File: src/rtl/riscv_config_pkg.sv
// Shared L1 cache configuration: line geometry, MESI states, coherency request
// kinds and the snoop state-transition helpers used by the snoop responder.
package riscv_config_pkg;

    localparam int CONFIG_CACHE_LINE_SIZE = 32;
    localparam int L1_WORDS_PER_LINE      = CONFIG_CACHE_LINE_SIZE / 4;
    localparam int L1_WAYS                = 4;
    localparam int L1_WAY_WIDTH           = $clog2(L1_WAYS);

    typedef logic [31:0] addr_t;
    typedef logic [31:0] word_t;

    localparam addr_t LINE_MASK = ~addr_t'(CONFIG_CACHE_LINE_SIZE - 1);

    typedef enum logic [1:0] {
        CACHE_I = 2'd0,
        CACHE_S = 2'd1,
        CACHE_E = 2'd2,
        CACHE_M = 2'd3
    } cache_state_t;

    // Encoding 2'd3 is reserved; the responder treats it as a no-op snoop.
    typedef enum logic [1:0] {
        COH_READ_SHARED = 2'd0,
        COH_READ_EXCL   = 2'd1,
        COH_INVALIDATE  = 2'd2
    } coherency_req_type_e;

    function automatic cache_state_t snoop_next_state(
        input coherency_req_type_e req,
        input cache_state_t        cur,
        input logic                hit
    );
        cache_state_t nxt;
        nxt = cur;
        if (hit && (cur != CACHE_I)) begin
            case (req)
                COH_READ_SHARED: nxt = CACHE_S;
                COH_READ_EXCL:   nxt = CACHE_I;
                COH_INVALIDATE:  nxt = CACHE_I;
                default:         nxt = cur;
            endcase
        end else begin
            nxt = cur;
        end
        return nxt;
    endfunction

    function automatic logic snoop_needs_data(
        input coherency_req_type_e req,
        input cache_state_t        cur,
        input logic                hit
    );
        logic known;
        case (req)
            COH_READ_SHARED: known = 1'b1;
            COH_READ_EXCL:   known = 1'b1;
            COH_INVALIDATE:  known = 1'b1;
            default:         known = 1'b0;
        endcase
        return hit && (cur == CACHE_M) && known;
    endfunction

endpackage

File: src/rtl/l1_snoop_responder.sv
// L1 snoop responder: arbitrates for the L1 arrays, looks up the snooped line,
// pulls dirty line data when required and issues a one-cycle snoop response.
module l1_snoop_responder
    import riscv_config_pkg::*;
(
    input  logic                                   clk,
    input  logic                                   rst,
    input  logic                                   snoop_valid_i,
    output logic                                   snoop_ready_o,
    input  addr_t                                  snoop_addr_i,
    input  coherency_req_type_e                    snoop_type_i,
    output logic                                   snoop_rsp_valid_o,
    output logic                                   snoop_rsp_data_en_o,
    output word_t [L1_WORDS_PER_LINE-1:0]          snoop_rsp_data_o,
    output logic                                   array_req_o,
    input  logic                                   array_gnt_i,
    output logic                                   array_lock_o,
    output logic                                   tag_rd_en_o,
    output addr_t                                  tag_rd_addr_o,
    input  logic                                   tag_rd_hit_i,
    input  logic [L1_WAY_WIDTH-1:0]                tag_rd_way_i,
    input  cache_state_t                           tag_rd_state_i,
    output logic                                   data_rd_en_o,
    output logic [L1_WAY_WIDTH-1:0]                data_rd_way_o,
    output addr_t                                  data_rd_addr_o,
    input  word_t                                  data_rd_data_i,
    output logic                                   state_wr_en_o,
    output addr_t                                  state_wr_addr_o,
    output logic [L1_WAY_WIDTH-1:0]                state_wr_way_o,
    output cache_state_t                           state_wr_state_o
);

    localparam int CNT_W = $clog2(L1_WORDS_PER_LINE + 1);
    localparam int IDX_W = $clog2(L1_WORDS_PER_LINE);
    localparam logic [CNT_W-1:0] CNT_LAST = CNT_W'(L1_WORDS_PER_LINE);

    typedef enum logic [2:0] {
        ST_IDLE     = 3'd0,
        ST_LOOKUP   = 3'd1,
        ST_TAG_WAIT = 3'd2,
        ST_DATA     = 3'd3,
        ST_RESP     = 3'd4
    } fsm_state_e;

    fsm_state_e                       state_q;
    logic [CNT_W-1:0]                 cnt_q;
    addr_t                            addr_q;
    coherency_req_type_e              type_q;
    logic                             ready_q;
    logic                             array_req_q;
    logic                             lock_q;
    logic                             rsp_valid_q;
    logic                             data_en_q;
    word_t [L1_WORDS_PER_LINE-1:0]    buf_q;
    logic                             data_rd_en_q;
    logic [L1_WAY_WIDTH-1:0]          data_rd_way_q;
    addr_t                            data_rd_addr_q;
    logic                             wr_pend_q;
    logic                             state_wr_en_q;
    addr_t                            state_wr_addr_q;
    logic [L1_WAY_WIDTH-1:0]          state_wr_way_q;
    cache_state_t                     state_wr_state_q;

    cache_state_t                     next_state_s;
    logic                             needs_data_s;
    logic                             wr_needed_s;
    logic [IDX_W-1:0]                 buf_idx_s;
    addr_t                            next_word_addr_s;

    assign next_state_s     = snoop_next_state(type_q, tag_rd_state_i, tag_rd_hit_i);
    assign needs_data_s     = snoop_needs_data(type_q, tag_rd_state_i, tag_rd_hit_i);
    assign wr_needed_s      = tag_rd_hit_i && (next_state_s != tag_rd_state_i);
    // Word read at count k-1 returns during count k.
    assign buf_idx_s        = IDX_W'(cnt_q - CNT_W'(1));
    assign next_word_addr_s = addr_q + addr_t'({cnt_q + CNT_W'(1), 2'b00});

    // Snoop sequencing FSM with all handshake and array-port outputs registered.
    always_ff @(posedge clk or posedge rst) begin
        if (rst) begin
            state_q          <= ST_IDLE;
            cnt_q            <= CNT_W'(0);
            addr_q           <= 32'h0000_0000;
            type_q           <= COH_READ_SHARED;
            ready_q          <= 1'b0;
            array_req_q      <= 1'b0;
            lock_q           <= 1'b0;
            rsp_valid_q      <= 1'b0;
            data_en_q        <= 1'b0;
            buf_q            <= '0;
            data_rd_en_q     <= 1'b0;
            data_rd_way_q    <= '0;
            data_rd_addr_q   <= 32'h0000_0000;
            wr_pend_q        <= 1'b0;
            state_wr_en_q    <= 1'b0;
            state_wr_addr_q  <= 32'h0000_0000;
            state_wr_way_q   <= '0;
            state_wr_state_q <= CACHE_I;
        end else begin
            case (state_q)
                ST_IDLE: begin
                    if (snoop_valid_i && ready_q) begin
                        addr_q      <= snoop_addr_i & LINE_MASK;
                        type_q      <= snoop_type_i;
                        ready_q     <= 1'b0;
                        array_req_q <= 1'b1;
                        state_q     <= ST_LOOKUP;
                    end else begin
                        ready_q     <= 1'b1;
                    end
                end
                ST_LOOKUP: begin
                    if (array_gnt_i) begin
                        array_req_q <= 1'b0;
                        lock_q      <= 1'b1;
                        state_q     <= ST_TAG_WAIT;
                    end
                end
                ST_TAG_WAIT: begin
                    state_wr_addr_q  <= addr_q;
                    state_wr_way_q   <= tag_rd_way_i;
                    state_wr_state_q <= next_state_s;
                    wr_pend_q        <= wr_needed_s;
                    data_rd_way_q    <= tag_rd_way_i;
                    cnt_q            <= CNT_W'(0);
                    if (needs_data_s) begin
                        data_rd_en_q   <= 1'b1;
                        data_rd_addr_q <= addr_q;
                        state_q        <= ST_DATA;
                    end else begin
                        rsp_valid_q    <= 1'b1;
                        state_wr_en_q  <= wr_needed_s;
                        state_q        <= ST_RESP;
                    end
                end
                ST_DATA: begin
                    if (cnt_q != CNT_W'(0)) begin
                        buf_q[buf_idx_s] <= data_rd_data_i;
                    end
                    if (cnt_q == CNT_LAST) begin
                        data_rd_en_q  <= 1'b0;
                        rsp_valid_q   <= 1'b1;
                        data_en_q     <= 1'b1;
                        state_wr_en_q <= wr_pend_q;
                        state_q       <= ST_RESP;
                    end else begin
                        cnt_q          <= cnt_q + CNT_W'(1);
                        data_rd_en_q   <= (cnt_q + CNT_W'(1)) != CNT_LAST;
                        data_rd_addr_q <= next_word_addr_s;
                    end
                end
                ST_RESP: begin
                    rsp_valid_q   <= 1'b0;
                    data_en_q     <= 1'b0;
                    state_wr_en_q <= 1'b0;
                    lock_q        <= 1'b0;
                    ready_q       <= 1'b1;
                    cnt_q         <= CNT_W'(0);
                    state_q       <= ST_IDLE;
                end
                default: begin
                    state_q     <= ST_IDLE;
                    ready_q     <= 1'b0;
                    array_req_q <= 1'b0;
                    lock_q      <= 1'b0;
                    rsp_valid_q <= 1'b0;
                end
            endcase
        end
    end

    assign snoop_ready_o       = ready_q;
    assign snoop_rsp_valid_o   = rsp_valid_q;
    assign snoop_rsp_data_en_o = data_en_q;
    assign snoop_rsp_data_o    = buf_q;
    assign array_req_o         = array_req_q;
    assign array_lock_o        = lock_q;
    // Tag read must fire in the same cycle the grant arrives.
    assign tag_rd_en_o         = array_req_q & array_gnt_i;
    assign tag_rd_addr_o       = addr_q;
    assign data_rd_en_o        = data_rd_en_q;
    assign data_rd_way_o       = data_rd_way_q;
    assign data_rd_addr_o      = data_rd_addr_q;
    assign state_wr_en_o       = state_wr_en_q;
    assign state_wr_addr_o     = state_wr_addr_q;
    assign state_wr_way_o      = state_wr_way_q;
    assign state_wr_state_o    = state_wr_state_q;

endmodule

File: config.mk
export PLATFORM = sky130hd
export DESIGN_NAME = l1_snoop_responder
export DESIGN_NICKNAME = d
export VERILOG_FILES = /design/src/rtl/riscv_config_pkg.sv /design/src/rtl/l1_snoop_responder.sv
export SDC_FILE = /design/constraint.sdc
export NUM_CORES = 1
export LEC_CHECK = 0
export BUFFER_PORTS_ARGS = -buffer_cell sky130_fd_sc_hd__buf_2
export CAP_MARGIN = 25
export CORE_MARGIN = 4
export CORE_UTILIZATION = 51
export CTS_CLUSTER_DIAMETER = 150
export CTS_CLUSTER_SIZE = 16
export DETAILED_ROUTE_END_ITERATION = 16
export HOLD_SLACK_MARGIN = 0.12
export PLACE_DENSITY = 0.83
export SYNTH_ARGS = -nofsm -noshare
export SYNTH_HDL_FRONTEND = slang
export SYNTH_SLANG_ARGS = --single-unit
export TNS_END_PERCENT = 50
File: constraint.sdc
create_clock -name clk -period 14.4 [get_ports clk]
set_input_delay 1.44 -clock clk [delete_from_list [all_inputs] [get_ports clk]]
set_output_delay 1.44 -clock clk [all_outputs]
set_load 0.02 [all_outputs]
==> impl_metrics.csv, run 1 <==
group,metric,value,unit
clock_tree,ctsHoldBuffers,0,
clock_tree,clk_latency,530,ps
drt,drtAntennaViolNets,0,
logic_synthesis,synth.most_common_cell,"dfrtp_1",
sta,max-slew-margin-rel,35.11,%
logic_synthesis,yosys.area_share.simple,7.388,%
critical_path,worst_path_max_delay_cell,"buf_2",
sta,max_freq,306.4,MHz
sta,finalSetupViolations,0,
logic_synthesis,yosysTopAreaCell,"dfrtp_1",
sta,finalCriticalPeriod,3264,ps
logic_synthesis,ys.warnings.count,0,
drt,wl_met2,18540,um
sta,rsz0062_at_grt,"no",
logic_synthesis,synth-xor-area-share,0.7901,%
clock_tree,post-cts-setup-buffers,0,
critical_path,cp.required,12960,ps
outcome,status,"finished, final reports clean",
drt,highest_layer,"met4",
logic_synthesis,syn_avg_cell_area,13.57,sq um
drt,routed-wl-met3,3034,um
place,placed_area,0.01687,sq mm
critical_path,r2r_setup_slack,11210,ps
floorplan,die_w,176.1,um
sta,hold_viol,0,
logic_synthesis,synth-async-reset-ratio,100.0,%
critical_path,crit_path_start_kind,"input pin",
drt,drc,0,
critical_path,worstSetupPathType,"in -> out",
floorplan,die_y,176.1,um
clock_tree,cts_tree,"done",
power_and_ir_drop,ir_worst_vdd,0.1300,mV
sta,skew,10.51,ps
sta,drv_slew,0,
critical_path,crit_chain,"buf_2, and2_1, buf_2",
clock_tree,cts_resized,0,
place,gp_congestion,0.8157,
floorplan,io_pins,441,
global_routing,grt_pass1_vias,10337,
critical_path,crit_family,"buffers and inverters",
logic_synthesis,synth.area.top_cells,"dfrtp_1 (63%), mux2_2 (18%), mux2_1 (4.4%), nand2_1 (3.4%), buf_2 (0.83%)",
logic_synthesis,synth_edf_count,0,
logic_synthesis,yosys.area_share.adder,0.4341,%
drt,drt_iter0_markers,667,
floorplan,initial_core_util,51.73,%
place,numPortBuffers,423,
critical_path,critPathBufInv,2,
flow_run,maxCapViolations,0,
critical_path,crit_fanout,2,
clock_tree,root_buffer,"clkbuf_16",
logic_synthesis,synth_ff_type,"dfrtp_1",
logic_synthesis,synth_top_family_by_area,"multiplexers",
logic_synthesis,synthesis.area,0.01441,sq mm
power_and_ir_drop,leakage,9.274,nW
critical_path,cpPeakStageDelay,150,ps
final_layout,nets,1550,
power_and_ir_drop,p_per_area,186.9,mW/mm^2
logic_synthesis,synthMuxAreaShare,22.27,%
final_layout,final_cells,1849,
sta,worst_slack,11140,ps
drt,vias_per_cell,5.460,
logic_synthesis,synth_top_area_share,62.68,%
final_layout,fin_area,0.01762,sq mm
place,dp_slack,11120,ps
clock_tree,clk_pin_slew_worst_paths,70,ps
final_layout,drive_above_1_share,48.03,%
global_routing,grt_pass1_wl,58660,um
critical_path,cpMostUsedCell,"buf_2",
sta,post-route-period-util,22.66,%
logic_synthesis,synth-seq-cells,361,
critical_path,arrival,1820,ps
floorplan,rows,61,
global_routing,grt_antenna_before_repair,1,
sta,tightest_slew,972.0,ps
min_path,hp-class,"reg -> reg",
floorplan,die_area,0.03101,sq mm
clock_tree,cts_sinks,361,
global_routing,grt_util_all_layers,23.79,%
critical_path,end_kind,"output port",
drt,first_pass_iters,5,
floorplan,core,0.02786,sq mm
sta,fin_setup_tns,0,ps
place,placedCellCount,1817,
drt,routedWlPerCell,20.52,um
global_routing,overflow,0,
clock_tree,htreeDepth,1,
clock_tree,max-clock-path-buffers,3,
final_layout,syn_to_final_growth,22.26,%
drt,num_vias,10096,
clock_tree,cts_buffers,26,
place,place_hpwl,26290,um
logic_synthesis,yosys-top-cells-count,"dfrtp_1 (361), mux2_2 (229), nand2_1 (131)",
logic_synthesis,synth_cells,1062,
logic_synthesis,ys_seq_area_share,62.68,%
global_routing,grt_start_max_net_pins,165,
drt,drt_wl_total,37940,um
drt,met1Wirelength,15020,um
logic_synthesis,synth_cell_types,47,
logic_synthesis,synth-compound-area-share,3.699,%
-- path summary, 6_finish.rpt --
check / startpoint / end / cells past startpoint
hold reg to reg: state_wr_addr_o[30] / state_wr_addr_o[30] / 2
setup / recovery: array_gnt_i / tag_rd_en_o / 3
max in group asynchronous: rst / snoop_rsp_data_o[197] / 3
setup reg to reg: state_q[1] / snoop_rsp_data_o[114] / 4
hold / removal: state_wr_addr_o[30] / state_wr_addr_o[30] / 2
min in group asynchronous: rst / snoop_rsp_data_o[4] / 2
-- tightest hold or removal path, stage by stage, from the launching register on --
cell and delay [ps]:
dfrtp_1 340, nand2_1 50, nand2_1 60
-- power by group --
part	total [mW]	switching, mW	internal [mW]
logic	1.14	0.720	0.422
clock network	0.656	0.325	0.331
registers	1.50	0.220	1.28
total	3.29	1.27	2.03
-- registers in the layout (all words and copies together) (netlist names), 2 cells and up --
signal / flops
snoop_rsp_data_o: 256
data_rd_addr_o: 30
state_wr_addr_o: 27
tag_rd_addr_o: 27
cnt_q: 4
state_q: 3
state_wr_state_o: 2
state_wr_way_o: 2
type_q: 2
-- cell usage in the layout (no fill, tap or decap), drive strengths merged, types with 2 or more instances in the layout --
cell type and n:
a22o 4, and3b 2, a21o 2, xnor2 10
inv 15, a21oi 8, nor2b 2, o31ai 8
nand2 131, or4 12, nand4 7, and3 3
nand3 12, a31oi 15, o21ai 33, nand3b 2
o22ai 3, a211oi 5, ha 5, buf 436
dfrtp 361, or3 8, and4 3, conb 12
nor3 5, nor2 30, nor4 3, mux2 285
o211ai 3, and2 3, xor2 3, clkbuf 28
-- cell families after synthesis --
| group | after synthesis |
|---|---|
| DFF | 361 |
| muxes | 285 |
| and+or+nand+nor | 229 |
| AOI/OAI and AO/OA | 86 |
| buffers and inverters | 82 |
| xor gates and xnor gates | 13 |
| adders and majority gates | 5 |
| other | 1 |
-- area by class of cell --
class	count	area, sq um
fillers	2085	10240
flip-flops and latches	361	9034
multi-input cells	630	5094
repair buffers	437	2272
clock buffers	27	675.6
well taps	378	473.0
inverters	14	60.06
clock inverters	1	8.758
diodes	1	2.502
-- layer usage --
layer / track usage, % / up-vias
met1: 31.00 / 5117
li1: - / 4506
met4: 7.375 / 0
met3: 5.653 / 74
met2: 39.91 / 399
met5: 0 / -
-- through the flow --
stage               total power, mW  utilization (%)  hold slack, ps
finish                        3.293            63.25           471.9
global placement              2.607            60.57           454.1
detailed placement            2.652            60.57           456.6
global route                  3.472            63.25           488.6
floorplan                     2.201                -           450.0
CTS                           3.316            63.02           474.4
Note: power is estimated with default switching activity, not from simulation.
==> run 2, diff against run 1 <==
Settings changed: ABC_AREA set to 1, CORE_UTILIZATION 51 to 46, PLACE_DENSITY 0.83 to 0.8.
Clock period 14.4 ns to 2.8 ns, I/O delays scaled along.
==> impl_metrics.csv, run 2 <==
group,metric,value,unit
final_layout,syn_to_final_growth,24.96,%
global_routing,grt_pass1_vias,12121,
floorplan,rows,64,
critical_path,crit_chain,"nand3_1, xor2_1, ha_1, ha_1, inv_1, nor2_1, nand2_2, nor2_2, nand2_1, nor2_4, nand2_1, nand2_1, nand3_1, nand2_1",
sta,post-route-period-util,88.55,%
power_and_ir_drop,p_comb_share,39.1,%
place,numPortBuffers,423,
power_and_ir_drop,p_int,10.92,mW
logic_synthesis,ys.warnings.count,0,
logic_synthesis,synth_top_area_share,62.86,%
clock_tree,cts_tree,"done",
sta,max-slew-margin-rel,38.30,%
critical_path,r2r_setup_slack,320,ps
min_path,hp-class,"in -> reg",
floorplan,die_w,184.7,um
drt,vias_per_cell,5.210,
final_layout,nets,1983,
sta,hold_viol,0,
logic_synthesis,synth-async-reset-ratio,100.0,%
global_routing,grt_antenna_before_repair,0,
global_routing,overflow,0,
sta,finalCriticalPeriod,2479,ps
clock_tree,cts_buffers,26,
logic_synthesis,synthesis.area,0.01437,sq mm
clock_tree,root_buffer,"clkbuf_16",
power_and_ir_drop,power.total,18.84,mW
clock_tree,max-clock-path-buffers,3,
logic_synthesis,synth_edf_count,0,
sta,tightest_slew,925.5,ps
floorplan,initial_core_util,46.85,%
critical_path,cp.required,3280,ps
critical_path,crit_cells,14,
floorplan,io_pins,441,
logic_synthesis,yosysTopAreaCell,"dfrtp_1",
critical_path,cpPeakStageDelay,480,ps
clock_tree,clk_pin_slew_worst_paths,70,ps
sta,skew,10.84,ps
logic_synthesis,synth_ff_type,"dfrtp_1",
sta,drv_slew,0,
critical_path,r2r-start,"cnt_q[2]",
critical_path,cpMostUsedCell,"nand2_1",
final_layout,layout_common_cells,"nand2_1 (448), buf_2 (423), dfrtp_1 (360)",
critical_path,crit_family,"simple AND/OR/NAND/NOR gates",
sta,hold_ws,140.1,ps
outcome,status,"finished, final reports clean",
final_layout,n_antenna_cell,0,
sta,rsz0062_at_grt,"no",
logic_synthesis,yosys-top-cells-count,"nand2_1 (449), dfrtp_1 (361), o21ai_0 (216)",
drt,drtAntennaViolNets,0,
flow_run,maxCapViolations,0,
critical_path,worstSetupPathType,"reg -> reg",
logic_synthesis,syn_avg_cell_area,9.910,sq um
sta,finalSetupViolations,0,
floorplan,core,0.03067,sq mm
critical_path,critPathBufInv,1,
floorplan,die_area,0.03413,sq mm
place,place_hpwl,29320,um
drt,first_pass_iters,5,
place,dp_slack,274.0,ps
critical_path,end_kind,"register",
power_and_ir_drop,p_per_area,1049,mW/mm^2
drt,drc,0,
power_and_ir_drop,switching_share,42.02,%
critical_path,cp-endpoint,"data_rd_addr_o[29]",
clock_tree,htreeDepth,1,
final_layout,final_util,58.55,%
clock_tree,clk_latency,540,ps
clock_tree,cts_sinks,361,
power_and_ir_drop,p_sw,7.917,mW
power_and_ir_drop,clkPwrFrac,18.1,%
logic_synthesis,synth_cell_types,37,
critical_path,cp-startpoint,"cnt_q[2]",
place,gp_congestion,0.8983,
final_layout,fin_area,0.01796,sq mm
global_routing,grt_start_max_net_pins,78,
power_and_ir_drop,leakage,9.188,nW
drt,num_vias,11978,
logic_synthesis,ys_seq_area_share,62.86,%
logic_synthesis,synth.area.top_cells,"dfrtp_1 (63%), nand2_1 (12%), o21ai_0 (7.5%), o21ai_2 (3.0%), inv_1 (2.4%)",
power_and_ir_drop,ir_worst_vdd,0.5275,mV
critical_path,arrival,2950,ps
critical_path,r2r_cells,14,
floorplan,die_y,184.7,um
sta,worst_slack,320.7,ps
global_routing,grt_pass1_wl,65460,um
power_and_ir_drop,pwr-share-seq,42.8,%
final_layout,largest_register_ffs,256,
sta,max_freq,403.3,MHz
drt,routedWlPerCell,17.98,um
place,placed_area,0.01686,sq mm
final_layout,final_common_cell,"nand2_1",
logic_synthesis,synth.most_common_cell,"nand2_1",
critical_path,worst_path_max_delay_cell,"dfrtp_1",
drt,drt_iter0_markers,811,
logic_synthesis,synth_cells,1450,
critical_path,crit_fanout,5,
drt,drt_wl_total,41330,um
global_routing,grt_util_all_layers,23.79,%
final_layout,drive_above_1_share,29.22,%
critical_path,rr_endpoint,"data_rd_addr_o[29]",
critical_path,crit_path_start_kind,"register",
logic_synthesis,synth-seq-cells,361,
## run 2: how the worst min path moves through the flow
| stage | slack [ps] | start | cells after the start | to |
|---|---|---|---|---|
| after floorplan | 390 | tag_rd_way_i[0] | 2 | state_wr_way_o[0] |
| after global placement | 290 | rst | 2 | snoop_rsp_data_o[249] |
| after detailed placement | 290 | rst | 2 | snoop_rsp_data_o[245] |
| after CTS | 130 | data_rd_data_i[12] | 3 | snoop_rsp_data_o[236] |
| after global routing | 140 | data_rd_data_i[13] | 3 | snoop_rsp_data_o[237] |
| final | 140 | data_rd_data_i[2] | 3 | snoop_rsp_data_o[226] |
## run 2: kinds of logic after synthesis
family	after synthesis	synth area share [%]
flip-flops	361	62.86
adder cells (fa/ha/maj)	5	0.4354
XOR/XNOR	17	1.088
other	1	0.02610
buffers and inverters	171	6.147
AO/OA/AOI/OAI	342	13.37
AND/OR/NAND/NOR	553	16.07
## run 2: cell type report
class / count / area, sq um
sequential: 361 / 9035
clock buffer: 27 / 675.6
timing repair buffer: 492 / 2888
fill: 2502 / 12710
tap: 396 / 495.5
clock inverter: 1 / 8.758
inverter: 93 / 352.8
multi-input combinational: 929 / 4502
## run 2: per-layer routing
metal | global-route usage (%) | vias to the layer above | wire (um)
li1 | - | 5543 | -
met1 | 29.92 | 5774 | 15870
met2 | 40.20 | 558 | 19860
met3 | 6.434 | 103 | 3993
met4 | 7.927 | 0 | 1595
met5 | 0 | - | 0
## run 2: worst min-delay path, cell delays in order
cell and delay, ps:
buf_2 90, inv_1 120, o21ai_1 150
## run 2: repair_timing
item                                    in CTS  in global routing
hold buffers                                41                  0
gates resized for setup                      0                  2
endpoints found under the hold margin      123                  0
endpoints found under the setup margin       0                  1
setup buffers                                0                  0
## run 2: metrics by stage
step | TNS, ps | std cells
6_report | 0 | 2299
5_1_grt | 0 | 2299
4_1_cts | 0 | 2299
3_5_place_dp | 0 | 2230
3_3_place_gp | 0 | 2230
2_1_floorplan | -837620 | 1461
## run 2: power groups by stage
| stage | Sequential (mW) | Combinational, mW | Clock (mW) |
|---|---|---|---|
| 2_1_floorplan | 10.0 | 2.65 | 0 |
| 3_3_place_gp | 8.04 | 7.15 | 0 |
| 3_5_place_dp | 8.09 | 7.34 | 0 |
| 4_1_cts | 8.04 | 7.40 | 3.50 |
| 5_1_grt | 8.27 | 8.10 | 3.70 |
| 6_report | 8.07 | 7.37 | 3.40 |
==> run 3, diff against run 2 <==
Settings changed: CORE_UTILIZATION 46 to 51, PLACE_DENSITY 0.8 to 0.83.
Clock period 2.8 ns to 2.4 ns, I/O delays scaled along.
==> impl_metrics.csv, run 3 (synthesis gave the netlist of run 2 again) <==
group,metric,value,unit
sta,drv_slew,0,
power_and_ir_drop,power.total,22.24,mW
critical_path,crit_chain,"buf_4, inv_1, ha_1, nand2_1, nor2_1, nor2_4, inv_1, o21ai_2, o21ai_0, o21ai_1",
place,placedCellCount,2223,
global_routing,grt_pass1_vias,12597,
final_layout,fillers,2090,
clock_tree,root_buffer,"clkbuf_16",
clock_tree,cts_buffers,26,
place,gp_congestion,0.8800,
final_layout,drive_above_1_share,29.43,%
critical_path,critPathBufInv,3,
floorplan,initial_core_util,51.72,%
power_and_ir_drop,p_per_area,1217,mW/mm^2
clock_tree,cts_sinks,361,
drt,vias_per_cell,5.375,
critical_path,cpPeakStageDelay,340,ps
sta,max_freq,460.4,MHz
global_routing,overflow,0,
clock_tree,clk_pin_slew_worst_paths,80,ps
critical_path,r2r_setup_slack,230,ps
min_path,hp-class,"in -> reg",
flow_run,maxCapViolations,0,
critical_path,crit_cells,10,
sta,tightest_slew,773.2,ps
outcome,status,"finished, final reports clean",
sta,hold_viol,0,
sta,post-route-period-util,90.49,%
drt,drt_wl_total,43580,um
critical_path,crit_fanout,17,
clock_tree,htreeDepth,1,
clock_tree,clk_latency,540,ps
global_routing,grt_util_all_layers,27.89,%
place,numPortBuffers,423,
drt,drtAntennaViolNets,0,
sta,rsz0062_at_grt,"yes",
place,place_hpwl,30280,um
critical_path,cp.required,2860,ps
critical_path,r2r_cells,10,
final_layout,layout_common_cells,"nand2_1 (448), buf_2 (423), dfrtp_1 (361)",
final_layout,largest_register_ffs,256,
power_and_ir_drop,ir_worst_vdd,0.7692,mV
floorplan,core,0.02778,sq mm
global_routing,grt_pass1_wl,68930,um
drt,routedWlPerCell,18.87,um
sta,skew,9.011,ps
floorplan,rows,61,
sta,max-slew-margin-rel,48.34,%
final_layout,syn_to_final_growth,27.20,%
global_routing,grt_antenna_before_repair,0,
global_routing,grt_start_max_net_pins,60,
sta,fin_setup_tns,0,ps
final_layout,final_cells,2309,
drt,drc,0,
critical_path,worst_path_max_delay_cell,"dfrtp_1",
drt,num_vias,12410,
critical_path,arrival,2630,ps
floorplan,io_pins,441,
final_layout,final_common_cell,"nand2_1",
critical_path,crit_family,"compound AO/OA/AOI/OAI gates",
floorplan,die_y,175.9,um
final_layout,nets,2010,
drt,first_pass_iters,5,
clock_tree,max-clock-path-buffers,3,
critical_path,worstSetupPathType,"reg -> reg",
floorplan,die_w,175.9,um
critical_path,cpMostUsedCell,"inv_1",
floorplan,die_area,0.03093,sq mm
critical_path,end_kind,"register",
power_and_ir_drop,leakage,9.345,nW
sta,finalCriticalPeriod,2172,ps
min_path,whs_path_depth,3,
clock_tree,cts_tree,"done",
sta,finalSetupViolations,0,
drt,drt_iter0_markers,1115,
critical_path,crit_path_start_kind,"register",
==> run 3: cell count changes in the layout (fill, tap and decap cells not counted), sizes merged <==
cell | previous run | this run
dlygate4sd3 | 41 | 57
diode | 0 | 1
buf | 451 | 462
==> run 3: repair_timing <==
item / CTS / global route
resized for setup: 0 / 6
endpoints found under the hold margin: 109 / 0
setup endpoints to repair: 0 / 11
buffers inserted: 0 / 0
hold buffers: 57 / 0
==> run 3: through the flow <==
step | area, sq um | worst slack (ps) | util, % | hold WS (ps)
detailed placement | 17000 | 125.2 | 61.20 | 415.4
floorplan | 14420 | -2680 | - | 349.6
global route | 18280 | -12.76 | 65.79 | 141.0
CTS | 18260 | 96.64 | 65.71 | 120.2
finish | 18280 | 228.1 | 65.79 | 133.9
global placement | 17000 | 184.6 | 61.20 | 412.7
==> run 3: report_power, final <==
group	switching, mW	internal (mW)
clock network	2.02	1.99
registers	1.43	8.06
logic	6.00	2.74
total	9.45	12.8
==> run 3: area by class of cell <==
cell class	count	area, sq um	area share, %
inverter	93	355.3	1.944
antenna	1	2.502	0.01369
clock inverter	1	8.758	0.04792
timing repair buffer	519	3218	17.61
sequential	361	9034	49.42
multi-input combinational	929	4512	24.68
tap	378	473.0	2.587
clock buffer	27	675.6	3.696
==> run 3: worst reg2reg max path: stages (launching register included) <==
cell     delay [ps]
dfrtp_1         340
buf_4           150
inv_1            60
ha_1            240
nand2_1         150
nor2_1          100
nor2_4          160
inv_1           170
o21ai_2         330
o21ai_0         230
o21ai_1         170
==> run 3: per-layer routing <==
metal / global-route usage, % / vias up / routed length [um]
met4: 12.31 / 0 / 2108
met3: 6.263 / 139 / 3791
met1: 34.62 / 6002 / 16290
met2: 47.16 / 658 / 21390
met5: 0 / - / 0
li1: - / 5611 / -
==> run 3: path summary, 6_finish.rpt <==
check | from | endpoint
worst min-delay path | data_rd_data_i[1] | snoop_rsp_data_o[161]
min in group asynchronous | rst | snoop_rsp_data_o[116]
max in group asynchronous | rst | snoop_rsp_valid_o
worst max-delay path | cnt_q[0] | data_rd_addr_o[21]
worst max register to register | cnt_q[0] | data_rd_addr_o[21]
worst min register to register | data_rd_addr_o[4] | data_rd_addr_o[4]
